`config.mk`:
```
export PLATFORM = sky130hd
export DESIGN_NAME = hamming74_decoder
export DESIGN_NICKNAME = d
export VERILOG_FILES = /design/src/rtl/hamming74_decoder.sv
export SDC_FILE = /design/constraint.sdc
export NUM_CORES = 1
export LEC_CHECK = 0
export CAP_MARGIN = 20
export CELL_PAD_IN_SITES_DETAIL_PLACEMENT = 1
export CELL_PAD_IN_SITES_GLOBAL_PLACEMENT = 1
export CORE_ASPECT_RATIO = 0.9
export CORE_UTILIZATION = 30
export DETAILED_ROUTE_END_ITERATION = 12
export DONT_BUFFER_PORTS = 1
export GPL_ROUTABILITY_DRIVEN = 1
export PLACE_DENSITY_LB_ADDON = 0.1
export SLEW_MARGIN = 15
export SYNTH_ARGS = -nofsm -noshare
export SYNTH_HDL_FRONTEND = slang
export SYNTH_SLANG_ARGS = --single-unit
```
`constraint.sdc`:
```
create_clock -name clk -period 2.4 [get_ports clk]
set_clock_uncertainty 0.2 [all_clocks]
set_input_delay 0.48 -clock clk [delete_from_list [all_inputs] [get_ports clk]]
set_output_delay 0.48 -clock clk [all_outputs]
set_load 0.1 [all_outputs]
```
`src/rtl/hamming74_decoder.sv`:
```
// Hamming(7,4) decoder: syndrome stage, correction stage,
// saturating correction counter and fixed-length frame close.
module hamming74_decoder #(
    parameter int MAX_WORDS = 7,
    parameter int CNT_W     = 8
) (
    input  logic             clk,
    input  logic             reset,
    input  logic [0:6]       byte_in,
    input  logic             active,
    output logic [0:3]       bits_out,
    output logic             ready,
    output logic [2:0]       err_pos,
    output logic [CNT_W-1:0] err_cnt,
    output logic             done
);

    localparam int WC_W = $clog2(MAX_WORDS + 1);

    typedef enum logic [1:0] {
        IDLE,
        RUN,
        DONE
    } state_t;

    state_t          state;
    logic [WC_W-1:0] word_cnt;
    logic            v1;
    logic [0:6]      s1_code;
    logic [2:0]      s1_syn;

    logic [2:0]      syn_in;
    logic            accept;
    logic            last_word;
    logic [2:0]      pos;
    logic [0:3]      fixed;

    // Syndrome packed as {s4,s5,s6}
    function automatic logic [2:0] syndrome(input logic [0:6] c);
        syndrome = {c[4] ^ c[0] ^ c[1] ^ c[3],
                    c[5] ^ c[0] ^ c[2] ^ c[3],
                    c[6] ^ c[1] ^ c[2] ^ c[3]};
    endfunction

    always_comb begin
        syn_in    = syndrome(byte_in);
        accept    = active && (state != DONE);
        last_word = (word_cnt == WC_W'(MAX_WORDS - 1));
    end

    always_comb begin
        pos = 3'd0;
        unique case (s1_syn)
            3'b110:  pos = 3'd1;
            3'b101:  pos = 3'd2;
            3'b011:  pos = 3'd3;
            3'b111:  pos = 3'd4;
            3'b100:  pos = 3'd5;
            3'b010:  pos = 3'd6;
            3'b001:  pos = 3'd7;
            default: pos = 3'd0;
        endcase
    end

    // Parity-bit errors (pos 5..7) leave the data untouched
    always_comb begin
        fixed = s1_code[0:3];
        unique case (pos)
            3'd1:    fixed[0] = ~s1_code[0];
            3'd2:    fixed[1] = ~s1_code[1];
            3'd3:    fixed[2] = ~s1_code[2];
            3'd4:    fixed[3] = ~s1_code[3];
            default: fixed = s1_code[0:3];
        endcase
    end

    always_ff @(posedge clk) begin
        if (reset) begin
            state    <= IDLE;
            word_cnt <= '0;
            v1       <= 1'b0;
            s1_code  <= '0;
            s1_syn   <= '0;
            bits_out <= '0;
            ready    <= 1'b0;
            err_pos  <= '0;
            err_cnt  <= '0;
            done     <= 1'b0;
        end else begin
            ready <= 1'b0;
            v1    <= accept;
            if (accept) begin
                s1_code  <= byte_in;
                s1_syn   <= syn_in;
                word_cnt <= word_cnt + WC_W'(1);
                if (last_word) begin
                    state <= DONE;
                    done  <= 1'b1;
                end else begin
                    state <= RUN;
                end
            end
            if (v1) begin
                bits_out <= fixed;
                err_pos  <= pos;
                ready    <= 1'b1;
                if ((s1_syn != 3'd0) && (err_cnt != {CNT_W{1'b1}}))
                    err_cnt <= err_cnt + CNT_W'(1);
            end
        end
    end

endmodule

```
==> impl_metrics.ini, run 1 <==
[floorplanning]
die-area_um2 = 4695
start_util = 0.3194
io_pins = 27
die_h_um = 65.11
num_rows = 22
chipWidth_um = 72.12
core_area_um2 = 4156

[synthesis]
yosysWarnings = 0
synth-main-ff-cell = dfxtp_1
synth_edf_count = 0
async_flop_share = 0
seq_area_frac_synth = 0.4524
netlist_area_um2 = 1328
yosysMostFrequentCell = dfxtp_1
synth_top_area_frac = 0.4524
ys_ff_latch = 30
syn_inst = 148
synthTopCellsByCount = 30 x dfxtp_1, 15 x nor2_1, 14 x a21oi_1
syn-num-nets = 161
synth_cell_types = 31
avgSynthCellArea_um2 = 8.970
yosysTopAreaCell = dfxtp_1
synth_top_cells_by_area = dfxtp_1 45%, a21oi_1 5.3%, xnor2_1 5.3%

[routing]
route.vias.total = 1052
final_antenna_net_count = 0
wl_um = 2872
dr.pass1.iters = 4
drc = 0
drt_iter0_drc = 64
wl_per_cell_um = 12.82
via_per_inst = 4.696

[clock_network]
insertion_delay_ns = 0.27
postCtsHoldBufs = 0
cts_setup_buffers = 0
clk_pin_slew_ns = 0.06
cts_buffers = 5
cts_max_path_buffers = 2
cts_tree = done
cts_max_level = 2
cts.repair.resized = 0
cts-root-buf = clkbuf_8
cts_sinks = 30

[setup_path]
path_class = reg -> reg
r2r_start = s1_syn[0]
path_max_fanout = 12
start_kind = flop
cp_slowest_stage_delay_ns = 0.49
cpMaxStageDelayCell = or4_1
worst-r2r-setup-slack_ns = 0.63
worst-path-buf-inv = 0
path_depth = 4
worstPathCellList = o31ai_2 > o21bai_4 > or4_1 > a21oi_1
rr_worst_depth = 4
critPathRequiredTime_ns = 2.41
endpoint_kind = flop
reg2reg_to = err_cnt[7]
arrival_ns = 1.78
critPathTopFamily = compound AO/OA/AOI/OAI gates

[power]
p_per_area_nw_per_um2 = 715.9
power.total_mw = 1.129
vdd_drop_max_mv = 0.2204
cellLeakagePower_nw = 0.5763

[global_routing]
grt_usage = 0.1383
grt_pass1_wl_um = 4850
antenna_found_initial = 0
grt_pass1_vias = 1058
grt_max_degree = 31
grt_overflow = 0

[timing]
drv_slew = 0
hold_viol_final = 0
timing.final.crit_share = 0.7369
finalSetupTns_ns = 0
min_period_ns = 1.769
relSlewSlack = 0.6809
tightest_slew_ns = 0.4755
fmax_mhz = 565.4
finalSetupViolations = 0
rsz0062_at_grt = no

[placed_design]
place_congestion = 0.7131
port_buffers = 0
post-dp-hpwl_um = 2111
dp_cells = 218

[layout]
multi_input_area_um2 = 656.9
final-seq-area_um2 = 600.6
stdcell_count = 224
areaGrowthSynthToFinish_pct = 18.76
drive_above_1_share = 0.1768
utilization = 0.3793
antenna_cells = 0
num-nets-final = 178
fillers = 493

[flow_run]
maxCapViolCount = 0

[worst_hold_path]
whs_endpoint = err_cnt[3]
worstHoldPathCells = 1
hp-start = reset
hold_class = in -> reg

[outcome]
status = finished, final reports clean
-- state kept, by name, summed over array words and instances, names as in the netlist --
register  cells
ready         1
word_cnt      3
s1_code       4
bits_out      4
s1_syn        3
state         2
v1            1
err_pos       3
done          1
err_cnt       8
-- per-layer routing --
metal / GRT usage / part of all wire
met5: 0 / 0
met3: 0.04908 / 0.058
met4: 0.07353 / 0.014
met1: 0.1660 / 0.49
met2: 0.2161 / 0.44
-- power breakdown --
group / switching (mW) / internal [mW]
registers: 0.0249 / 0.524
clock network: 0.168 / 0.220
logic: 0.131 / 0.0595
-- worst max path at each step --
| stage | from | to | slack, ns |
|---|---|---|---|
| after floorplan | err_cnt[0] | err_cnt[1] | 0.07 |
| after global placement | s1_syn[0] | err_cnt[5] | 0.70 |
| after detailed placement | s1_syn[0] | err_cnt[5] | 0.65 |
| after CTS | s1_syn[0] | err_cnt[5] | 0.63 |
| after global routing | s1_syn[0] | err_cnt[7] | 0.49 |
| final | s1_syn[0] | err_cnt[7] | 0.63 |
-- metrics by stage --
stage	worst slack, ns	hold slack (ns)	area, um2
after floorplan	0.07415	0.2415	1328
after global placement	0.6992	0.2521	1494
after detailed placement	0.6475	0.2619	1494
after CTS	0.6334	0.05500	1577
after global routing	0.4862	0.04969	1577
final	0.6315	0.07033	1577
-- area by class of cell --
cell class / count / share of cell area
multi-input combinational: 104 / 0.4167
tap: 60 / 0.04762
inverter: 5 / 0.01190
clock buffer: 6 / 0.05238
timing repair buffer: 19 / 0.09048
sequential: 30 / 0.3810
-- cell usage in the layout (no fill, tap or decap), drive strengths merged, types with 2 or more instances in the layout --
master  instances
a211oi          7
a21oi          14
a311oi          2
buf            19
clkbuf          6
dfxtp          30
ha              3
inv             5
mux2i           2
nand2          13
nand3           6
nor2           15
o211ai          2
o21ai           6
o31ai           4
or3             5
or4             3
xnor2           8
xor2            7
-- worst register-to-register path: stages (launching register included) --
cell and delay [ns]:
dfxtp_1 0.48, o31ai_2 0.14, o21bai_4 0.25, or4_1 0.49
a21oi_1 0.15
-- cell families after synthesis --
| logic type | count (synthesis) | share of synthesized area |
|---|---|---|
| AO/OA/AOI/OAI | 37 | 0.1857 |
| XOR/XNOR | 15 | 0.09897 |
| adder cells (fa/ha/maj) | 3 | 0.02828 |
| buffers and inverters | 14 | 0.05277 |
| flip-flops | 30 | 0.4524 |
| multiplexers | 2 | 0.01508 |
| AND/OR/NAND/NOR | 47 | 0.1668 |
Note: power is estimated with default switching activity, not from simulation.
==> run 2, diff against run 1 <==
==> constraint.sdc (replaced) <==
create_clock -name clk -period 1.7 [get_ports clk]
set_clock_uncertainty 0.2 [all_clocks]
set_input_delay 0.34 -clock clk [delete_from_list [all_inputs] [get_ports clk]]
set_output_delay 0.34 -clock clk [all_outputs]
set_load 0.1 [all_outputs]
==> run 2 against run 1 <==
Effect of this change:
- the run now ends with hold timing left
- clock-buffer cell count up 1
- final area up 9.0%
- core utilization rose by 3.4 points
- sequential cell count stayed put
- maximum frequency increased by 8.0%
- final cell count increased by 5.4%
- global-route usage down 0.085 points
- via count up 3.5%
- first-iteration DRC count shrank 34%
- register-to-register slack got worse by 0.57 ns
- sequential share of layout area is 1.6 points lower
- largest power group unchanged
==> impl_metrics.ini, run 2 (synthesized netlist as in run 1, its figures left out) <==
[floorplanning]
core_area_um2 = 4156
die-area_um2 = 4695
num_rows = 22
start_util = 0.3194
die_h_um = 65.11
chipWidth_um = 72.12
io_pins = 27

[routing]
via_per_inst = 4.614
drc = 0
wl_um = 2927
wl_per_cell_um = 12.40
route.vias.total = 1089
drt_iter0_drc = 42
dr.pass1.iters = 4
final_antenna_net_count = 0

[placed_design]
post-dp-hpwl_um = 2119
port_buffers = 0
place_congestion = 0.7376

[timing]
drv_slew = 0
hold-worst-slack_ns = -0.08271
fmax_mhz = 610.7
hold_viol_final = 26
finalSetupViolations = 0
finalSetupTns_ns = 0
timing.final.crit_share = 0.9633
rsz0062_at_grt = no
min_period_ns = 1.638
tightest_slew_ns = 0.2931
relSlewSlack = 0.8046

[power]
combinationalPowerShare = 0.185
p_seq_frac = 0.459
p_per_area_nw_per_um2 = 956.5
vdd_drop_max_mv = 0.4387
p_sw_frac = 0.2926
clkPwrFrac = 0.355
p_int_mw = 1.163
cellLeakagePower_nw = 0.6518
power.switching_mw = 0.4811

[layout]
layout_commonest_cell = buf_4
regMostFlops = err_cnt
num-nets-final = 188
antenna_cells = 0
utilization = 0.4136
largest_reg_flops = 8
drive_above_1_share = 0.2670
final_cell_mix = 25 x buf_4, 22 x dfxtp_1, 15 x nor2_1, 14 x a21oi_1, 13 x nand2_1
areaGrowthSynthToFinish_pct = 29.50
top_regs = err_cnt: 8 flops, bits_out: 4 flops, s1_code: 4 flops

[setup_path]
critPathRequiredTime_ns = 1.71
path_max_fanout = 11
endpoint_kind = flop
arrival_ns = 1.65
path_class = reg -> reg
start_kind = flop

[clock_network]
postCtsHoldBufs = 3
cts_tree = done
clk_pin_slew_ns = 0.06
insertion_delay_ns = 0.28
cts_sinks = 30
cts_max_path_buffers = 2
cts_buffers = 5
cts_max_level = 2
cts-root-buf = clkbuf_8

[worst_hold_path]
hold_class = in -> reg

[outcome]
status = finished with violations
violations = hold timing

[flow_run]
maxCapViolCount = 0

[global_routing]
grt_pass1_vias = 1091
grt_max_degree = 31
grt_pass1_wl_um = 4802
grt_usage = 0.1375
grt_overflow = 0
antenna_found_initial = 0
-- run 2: changes by cell type in the layout (fill, tap and decap cells not counted), sizes merged --
cell | before | now
buf | 19 | 26
clkinv | 0 | 1
clkbuf | 6 | 7
dlymetal6s4s | 0 | 1
dlygate4sd3 | 0 | 2
-- run 2: layout make-up --
class,count,area [um2]
fillers,487,2437
repair buffers,29,231.5
multi-input cells,104,674.4
inverters,5,18.77
flip-flops and latches,30,628.1
well taps,60,75.07
clock inverters,1,5.005
clock buffers,7,86.33
-- run 2: path summary, 6_finish.rpt --
path	start	end	slack, ns	cells past startpoint
setup / recovery	err_cnt[0]	err_cnt[5]	0.06	5
hold reg to reg	s1_code[3]	s1_code[3]	0.27	2
hold / removal	reset	err_cnt[0]	-0.08	1
setup reg to reg	err_cnt[0]	err_cnt[5]	0.06	5
-- run 2: repair_timing --
action,4_1_cts,5_1_grt
resized for setup,0,3
setup endpoints to repair,0,3
hold endpoints to repair,29,26
buffers inserted,0,3
-- run 2: through the flow --
stage | instance area [um2] | setup WS [ns] | total power [mW] | std cells | hold WS (ns)
after global placement | 1564 | 0.08309 | 1.058 | 222 | 0.2029
after global routing | 1719 | 0.007414 | 1.736 | 236 | -0.1075
after detailed placement | 1564 | 0.03508 | 1.067 | 222 | 0.2075
after floorplan | 1368 | 0.0001702 | 1.017 | 148 | 0.2415
final | 1719 | 0.06247 | 1.644 | 236 | -0.08271
after CTS | 1685 | 0.01764 | 1.666 | 233 | -0.09657
-- run 2: per-layer routing --
layer	routed length, um	part of all wire	track usage	vias to the layer above
met5	0	0	0	-
met1	1406	0.48	0.1589	496
met4	40	0.014	0.05882	0
met3	141	0.048	0.06288	5
met2	1338	0.46	0.2185	21
li1	-	-	-	567
-- run 2: power by group through the flow --
stage                     Combinational (mW)  Clock [mW]  Sequential [mW]
after floorplan                        0.140           0            0.878
after global placement                 0.289           0            0.769
after detailed placement               0.295           0            0.771
after CTS                              0.301       0.610            0.756
after global routing                   0.330       0.647            0.759
final                                  0.305       0.584            0.755
-- run 2: critical path, stage by stage (launching register included) --
cell      delay (ns)
dfxtp_4         0.35
ha_4            0.17
nand3_2         0.09
o21bai_4        0.11
or4_1           0.50
a21oi_1         0.15
==> run 3, diff against run 2 <==
--- a/config.mk
+++ b/config.mk
@@ -6,7 +6,7 @@
 export NUM_CORES = 1
 export LEC_CHECK = 0
 export CAP_MARGIN = 20
-export CELL_PAD_IN_SITES_DETAIL_PLACEMENT = 1
+export CELL_PAD_IN_SITES_DETAIL_PLACEMENT = 0
 export CELL_PAD_IN_SITES_GLOBAL_PLACEMENT = 1
 export CORE_ASPECT_RATIO = 0.9
 export CORE_UTILIZATION = 30
==> run 3 against run 2 <==
Effect of this change:
- the run still ends with hold timing left
- critical path depth did not move
- clock-buffer cell count is the same
- wire length fell by 5.9%
- first-iteration DRC count grew 67%
- critical endpoint unchanged
- largest cell class unchanged
- highest routed layer unchanged
==> impl_metrics.ini, run 3 (synthesized netlist as in run 1, its figures left out) <==
[outcome]
status = finished with violations
violations = hold timing

[routing]
route.vias.total = 1080
dr.pass1.iters = 4
drt_iter0_drc = 70
via_per_inst = 4.596
wl_per_cell_um = 11.72
drc = 0
wl_um = 2754
final_antenna_net_count = 0

[clock_network]
cts_tree = done
cts_max_path_buffers = 2
cts_sinks = 30
cts-root-buf = clkbuf_8
cts_max_level = 2
clk_pin_slew_ns = 0.07
postCtsHoldBufs = 3
cts_buffers = 5
insertion_delay_ns = 0.28

[layout]
utilization = 0.4112
top_regs = err_cnt: 8 flops, bits_out: 4 flops, s1_code: 4 flops
regMostFlops = err_cnt
areaGrowthSynthToFinish_pct = 28.75
num-nets-final = 187
drive_above_1_share = 0.2743
fin_area_um2 = 1709
final_cell_mix = 24 x buf_4, 20 x dfxtp_1, 15 x nor2_1, 14 x a21oi_1, 12 x nand2_1
largest_reg_flops = 8
antenna_cells = 0
layout_commonest_cell = buf_4
fillers = 443

[timing]
relSlewSlack = 0.8057
hold-worst-slack_ns = -0.08472
timing.final.crit_share = 0.9749
fin_ws_ns = 0.04267
finalSetupTns_ns = 0
rsz0062_at_grt = no
finalSetupViolations = 0
fmax_mhz = 603.4
hold_viol_final = 26
min_period_ns = 1.657
drv_slew = 0
tightest_slew_ns = 0.2897

[floorplanning]
die_h_um = 65.11
die-area_um2 = 4695
num_rows = 22
start_util = 0.3194
chipWidth_um = 72.12
io_pins = 27
core_area_um2 = 4156

[setup_path]
endpoint_kind = flop
arrival_ns = 1.66
path_max_fanout = 10
critPathRequiredTime_ns = 1.70
path_class = reg -> reg
start_kind = flop

[global_routing]
antenna_found_initial = 0
grt_pass1_vias = 1031
grt_max_degree = 31
grt_overflow = 0
grt_pass1_wl_um = 4560
grt_usage = 0.1280

[power]
p_per_area_nw_per_um2 = 959.1
power.total_mw = 1.639
cellLeakagePower_nw = 0.6345
vdd_drop_max_mv = 0.3552

[placed_design]
place_area_um2 = 1564
place_congestion = 0.7376
place_ws_ns = 0.03612
post-dp-hpwl_um = 1910
port_buffers = 0

[worst_hold_path]
hold_class = in -> reg

[flow_run]
maxCapViolCount = 0
[run 3: changes by cell type in the layout (fill, tap and decap cells not counted), sizes merged]
cell / delta
dlygate4sd3: +1
buf: -1
dlymetal6s4s: -1
[run 3: timing repair]
item	in CTS	in global routing
hold endpoints to repair	29	26
resized for setup	0	4
setup endpoints to repair	0	3
buffers inserted	0	2
[run 3: metrics by stage]
stage          hold WS (ns)  std cells
4_1_cts            -0.09078        233
3_5_place_dp         0.2057        222
3_3_place_gp         0.2029        222
6_report           -0.08472        235
2_1_floorplan        0.2415        148
5_1_grt             -0.1001        235
[run 3: final cells by class]
cell class / count / area (um2) / area share
Clock buffer: 7 / 86.33 / 0.05051
Clock inverter: 1 / 5.005 / 0.002928
Inverter: 5 / 18.77 / 0.01098
Multi-Input combinational cell: 104 / 671.9 / 0.3931
Sequential cell: 30 / 630.6 / 0.3690
Tap cell: 60 / 75.07 / 0.04392
Timing Repair Buffer: 28 / 221.5 / 0.1296
[run 3: where the power goes]
group / internal, mW / switching [mW] / total [mW]
clock: 0.326 / 0.255 / 0.581
combinational: 0.105 / 0.198 / 0.303
sequential: 0.732 / 0.0243 / 0.756
[run 3: worst paths after layout]
check	slack, ns	to	cells past startpoint	start
hold / removal	-0.08	err_cnt[0]	1	reset
setup / recovery	0.04	err_cnt[5]	5	err_cnt[0]
setup reg to reg	0.04	err_cnt[5]	5	err_cnt[0]
hold reg to reg	0.27	s1_code[3]	2	s1_code[3]
[run 3: worst max-delay path, cell delays in order (launching register included)]
cell,delay [ns]
dfxtp_4,0.36
ha_4,0.16
nand3_1,0.12
o21bai_4,0.12
or4_1,0.48
a21oi_1,0.14
[run 3: routing by layer]
layer  GRT usage  share of wire
met1      0.1542           0.51
met2      0.2033           0.43
met3     0.04601          0.044
met4     0.05882          0.012
met5           0              0
